===== src/rtl/n_mem_arbiter.sv =====
// Round-robin arbiter sharing the read-only modulus (N) word memory between the
// Montgomery word fetch (requester 0) and the compare/subtract stage (requester 1).
module n_mem_arbiter #(
    parameter int ADDR_WIDTH = 7,
    parameter int DATA_WIDTH = 32,
    parameter int RD_LAT     = 2
) (
    input  logic                  clock,
    input  logic                  reset,
    input  logic [1:0]            req,
    input  logic [ADDR_WIDTH-1:0] start_addr0,
    input  logic [ADDR_WIDTH:0]   len0,
    input  logic [ADDR_WIDTH-1:0] start_addr1,
    input  logic [ADDR_WIDTH:0]   len1,
    output logic [1:0]            gnt,
    output logic                  busy,
    output logic [ADDR_WIDTH-1:0] mem_address,
    input  logic [DATA_WIDTH-1:0] mem_q,
    output logic [DATA_WIDTH-1:0] rd_data,
    output logic [1:0]            rd_valid,
    output logic                  rd_last,
    output logic [1:0]            done
);

    typedef enum logic {IDLE, BURST} state_t;

    localparam logic [ADDR_WIDTH:0]   REM_ONE  = 1;
    localparam logic [ADDR_WIDTH-1:0] ADDR_ONE = 1;

    state_t                state_q, state_d;
    logic                  last_grant_q, last_grant_d;
    logic                  owner_q, owner_d;
    logic                  zlen_q, zlen_d;
    logic [ADDR_WIDTH:0]   remaining_q, remaining_d;
    logic [ADDR_WIDTH-1:0] addr_q, addr_d;
    logic [1:0]            gnt_q, gnt_d;

    // Tag pipeline: one entry per address cycle, emerging aligned with mem_q.
    logic                  tag_used_q [RD_LAT];
    logic                  tag_vld_q  [RD_LAT];
    logic                  tag_own_q  [RD_LAT];
    logic                  tag_last_q [RD_LAT];

    logic                  final_cyc;
    logic                  can_arb;
    logic                  win;
    logic [ADDR_WIDTH:0]   len_w;

    always_comb begin
        state_d      = state_q;
        last_grant_d = last_grant_q;
        owner_d      = owner_q;
        zlen_d       = zlen_q;
        remaining_d  = remaining_q;
        addr_d       = addr_q;
        gnt_d        = 2'b00;

        final_cyc = (state_q == BURST) && (remaining_q == '0);
        can_arb   = (state_q == IDLE) || final_cyc;
        // On a tie the requester that did not win last time goes next.
        win       = (&req) ? ~last_grant_q : req[1];
        len_w     = win ? len1 : len0;

        if (can_arb && (|req)) begin
            state_d      = BURST;
            gnt_d        = win ? 2'b10 : 2'b01;
            addr_d       = win ? start_addr1 : start_addr0;
            remaining_d  = (len_w == '0) ? '0 : len_w - REM_ONE;
            zlen_d       = (len_w == '0);
            owner_d      = win;
            last_grant_d = win;
        end else if (state_q == BURST && remaining_q != '0) begin
            addr_d      = addr_q + ADDR_ONE;
            remaining_d = remaining_q - REM_ONE;
        end else if (final_cyc) begin
            state_d = IDLE;
        end
    end

    always_ff @(posedge clock) begin
        if (reset) begin
            state_q      <= IDLE;
            last_grant_q <= 1'b1;
            owner_q      <= 1'b0;
            zlen_q       <= 1'b0;
            remaining_q  <= '0;
            addr_q       <= '0;
            gnt_q        <= 2'b00;
            for (int i = 0; i < RD_LAT; i++) begin
                tag_used_q[i] <= 1'b0;
                tag_vld_q[i]  <= 1'b0;
                tag_own_q[i]  <= 1'b0;
                tag_last_q[i] <= 1'b0;
            end
        end else begin
            state_q      <= state_d;
            last_grant_q <= last_grant_d;
            owner_q      <= owner_d;
            zlen_q       <= zlen_d;
            remaining_q  <= remaining_d;
            addr_q       <= addr_d;
            gnt_q        <= gnt_d;
            for (int i = RD_LAT - 1; i > 0; i--) begin
                tag_used_q[i] <= tag_used_q[i-1];
                tag_vld_q[i]  <= tag_vld_q[i-1];
                tag_own_q[i]  <= tag_own_q[i-1];
                tag_last_q[i] <= tag_last_q[i-1];
            end
            // A zero-length burst still occupies a slot so that done emerges on time.
            tag_used_q[0] <= (state_q == BURST);
            tag_vld_q[0]  <= (state_q == BURST) && !zlen_q;
            tag_own_q[0]  <= owner_q;
            tag_last_q[0] <= final_cyc;
        end
    end

    always_comb begin
        gnt         = gnt_q;
        busy        = (state_q == BURST);
        mem_address = addr_q;
        rd_data     = mem_q;
        rd_valid    = 2'b00;
        done        = 2'b00;
        rd_last     = tag_vld_q[RD_LAT-1] && tag_last_q[RD_LAT-1];
        if (tag_vld_q[RD_LAT-1])
            rd_valid = tag_own_q[RD_LAT-1] ? 2'b10 : 2'b01;
        if (tag_used_q[RD_LAT-1] && tag_last_q[RD_LAT-1])
            done = tag_own_q[RD_LAT-1] ? 2'b10 : 2'b01;
    end

endmodule

===== config.mk =====
export PLATFORM = sky130hd
export DESIGN_NAME = n_mem_arbiter
export DESIGN_NICKNAME = d
export VERILOG_FILES = /design/src/rtl/n_mem_arbiter.sv
export SDC_FILE = /design/constraint.sdc
export NUM_CORES = 1
export LEC_CHECK = 0
export ABC_CLOCK_PERIOD_IN_PS = 6000
export BUFFER_PORTS_ARGS = -buffer_cell sky130_fd_sc_hd__buf_4
export CORE_ASPECT_RATIO = 0.5
export CORE_UTILIZATION = 41
export DETAILED_ROUTE_END_ITERATION = 10
export PLACE_DENSITY = 0.75
export REMOVE_ABC_BUFFERS = 1
export SLEW_MARGIN = 5
export SYNTH_ARGS = -nofsm -noshare
export SYNTH_HDL_FRONTEND = slang
export SYNTH_SLANG_ARGS = --single-unit

===== constraint.sdc =====
create_clock -name clock -period 6 [get_ports clock]
set_clock_uncertainty 0.2 [all_clocks]
set_input_delay 1.2 -clock clock [delete_from_list [all_inputs] [get_ports clock]]
set_output_delay 1.2 -clock clock [all_outputs]
set_load 0.02 [all_outputs]

==> results by group <==
Status
  • Status: finished, final reports clean

Final layout
  • Layout cells sized above 1: 0.247
  • Final cell count without fillers: 329
  • Fill cells: 469
  • Register cell area after layout: ~580 um^2
  • # diodes: 0
  • Nets: 332
  • Area occupied by multi-input gates: 1150 um^2
  • Post-route design area: 2270 um^2
  • Area growth syn-to-layout: 10.7%

STA
  • Final setup vio count: 0
  • Fmax: 286 MHz
  • Slew @ Worst Pin: a little over 0.8 ns
  • Fin crit period: between 3 and 4 ns
  • RSZ-0062 raised after global routing: no
  • Hold slack: roughly 0.24 ns
  • Fin. Hold Viols: 0
  • Slew Viols, Final: 0
  • Slew headroom: 0.449
  • Min setup slack post-route: approximately 2.5 ns
  • Period utilization: 0.582
  • Setup tns final: 0 ns

Placement
  • Post-DP HPWL: 4.45 mm
  • Port Buffer Count: 48
  • Placement Cell Area: approximately 2200 um^2
  • Placed cell count: 321
  • Final RePlAce weighted congestion: ~0.84
  • Dpl ws: approximately 2.2 ns

GRT
  • First-pass GRT wire length: approximately 9 mm
  • Total GRT Usage: 0.230
  • Vias in the first global route: roughly 1.6k
  • GR Overflow Total: 0
  • Pin count of the biggest net entering global routing: 28
  • Initial antenna violation count: 0

Floorplan
  • # rows: 17
  • Die W: 102 um
  • Die Span Y: 52.0 um
  • Initial Utilization: 0.447
  • Die ar.: about 5300 um^2
  • # IOs: ~110
  • Core Region: approximately 4600 um^2

Detailed routing
  • Vias per inst: roughly 5.6
  • WL final: 5.89 mm
  • Via count: 1832
  • Drt wl/cell: 17.9 um
  • Drc violations: 0
  • 1st-iter DRT viols: between 100 and 150
  • DR pass1 iterations: 4
  • Antenna Nets Post-Route: 0

Worst setup path
  • Crit path max-delay family: simple AND/OR/NAND/NOR gates
  • Worst Setup End Kind: flip-flop
  • Worst path slowest cell: or4b_1
  • Critical path arrival: ~3.5 ns
  • Max incr delay on CP: 0.49 ns
  • CP max FO: 13
  • Worst Path Required: 6.02 ns
  • Worst Path Buf+Inv: 1
  • Crit path kind: in2reg
  • Startpoint types: input pin
  • Critical Path, Cell by Cell: buf_4 > a21bo_2 > mux2i_1 > ha_1 > or4b_1 > or3_1 > nand3_1 > o211a_1 > o21a_1

Synthesis
  • Synthesized flop and latch total: 29
  • Syn Area/Cell: between 8 and 9 um^2
  • Post-Syn Instances: between 200 and 250
  • Distinct cells, synth: between 50 and 60
  • Async set-reset flop share out of synthesis: 0
  • Post-synthesis sequential area ratio: 0.283
  • Number of flops mapped to enable cells by yosys: 0
  • Yosys warns: 0
  • Synthesized area: just over 2000 um^2
  • Top_reg_cell synth: dfxtp_1

Pwr
  • VDD IR max: roughly 100 uV
  • Power density over cell area: about 240 nW/um^2
  • Leakage: between 0.9 and 1 nW

Clock tree
  • Root buffer cell: clkbuf_8
  • Clk buf depth: 2
  • Clk pin slew, worst setup/hold paths: approximately 0.060 ns
  • Post-CTS Hold Buffers: 0
  • Post-CTS Setup Bufs: 0
  • CTS tree: built
  • Clock Latency Late Sink: roughly 0.28 ns
  • Post_cts resized: 0
  • H-tree depth: 2
  • CTS sink cnt: 29
  • Num CTS Buffers: 5

Worst hold path
  • Hold Crit Class: reg2reg

Job
  • Max Cap Violations: 0
power breakdown:
part / total [mW] / internal [mW] / switching (mW)
Clock: 0.152 / 0.0801 / 0.0719
Combinational: 0.168 / 0.0759 / 0.0925
Sequential: 0.235 / 0.212 / 0.0228
cells in the mapped netlist, types with 5 or more instances:
master | instances | share of area
a31oi_1 | 5 | 0.015
buf_4 | 32 | 0.12
o21ai_0 | 6 | 0.015
xnor2_1 | 6 | 0.026
nor2b_1 | 9 | 0.027
o21ai_1 | 5 | 0.012
dfxtp_1 | 29 | 0.28
nand2_1 | 28 | 0.051
nor2_1 | 19 | 0.035
a21oi_1 | 12 | 0.029
mux2i_1 | 7 | 0.034
nand3_1 | 7 | 0.017
cells in the final DEF, fill, tap and decap left out, drive strengths merged, types with 3 or more instances in the layout:
| master | Yosys | layout |
|---|---|---|
| or3 | 3 | 3 |
| xnor2 | 6 | 6 |
| a21oi | 12 | 12 |
| nor2b | 9 | 9 |
| o21ai | 11 | 11 |
| a211oi | 4 | 4 |
| mux2i | 7 | 7 |
| nor3 | 4 | 4 |
| ha | 4 | 4 |
| inv | 3 | 3 |
| buf | 34 | 48 |
| xor2 | 4 | 4 |
| clkbuf | 7 | 6 |
| a221oi | 3 | 3 |
| and3 | 4 | 4 |
| nand2 | 28 | 28 |
| or4 | 3 | 3 |
| a21boi | 3 | 3 |
| a31oi | 5 | 5 |
| nand3 | 7 | 7 |
| nor3b | 4 | 4 |
| dfxtp | 29 | 29 |
| and2 | 4 | 4 |
| nor2 | 21 | 21 |
path summary, 6_finish.rpt:
| check | start | end | slack [ns] | cells past startpoint |
|---|---|---|---|---|
| hold reg to reg | zlen_q$_SDFFE_PP0P_ | tag_vld_q[0][0]$_SDFF_PP0_ | 0.24 | 1 |
| setup / recovery | req[1] | remaining_q[6]$_SDFFE_PP0P_ | 2.51 | 9 |
| setup reg to reg | last_grant_q$_SDFFE_PP1P_ | remaining_q[6]$_SDFFE_PP0P_ | 3.16 | 8 |
| hold / removal | zlen_q$_SDFFE_PP0P_ | tag_vld_q[0][0]$_SDFF_PP0_ | 0.24 | 1 |
per-stage QoR:
step                utilization  power, mW
finish                    0.494      0.556
global route              0.494      0.591
detailed placement        0.476      0.405
global placement          0.476      0.400
floorplan                     -      0.344
CTS                       0.494      0.556
layer usage:
layer / GRT usage / routed length [um] / vias up
met5: 0.121 / 27 / -
met4: 0.0429 / 34 / 2
met2: 0.323 / 2370 / 91
li1: - / - / 883
met3: 0.134 / 736 / 6
met1: 0.291 / 2720 / 850
cells by family (layout without fill, tap and decap cells):
logic type / Yosys count / count (layout) / share of synthesized area
fa+ha+maj: 4 / 4 / 0.0244
buf+inv: 44 / 59 / 0.155
xor+xnor: 10 / 10 / 0.0427
simple gates: 99 / 99 / 0.265
flops: 29 / 29 / 0.283
compound gates: 55 / 55 / 0.196
mux: 7 / 7 / 0.0341
sequential cells by signal, indices dropped and copies added, names as in the netlist:
name and flops:
mem_address 7, gnt 2, tag_vld_q 2, owner_q 1
zlen_q 1, last_grant_q 1, tag_last_q 2, remaining_q 8
tag_used_q 2, busy 1, tag_own_q 2
cell type report:
class                   instances  area share
repair buffers                 48       0.159
clock buffers                   6      0.0320
flip-flops and latches         29       0.256
well taps                      66      0.0364
multi-input cells             175       0.508
clock inverters                 2     0.00441
inverters                       3     0.00496
(Power assumes the default switching activity.)
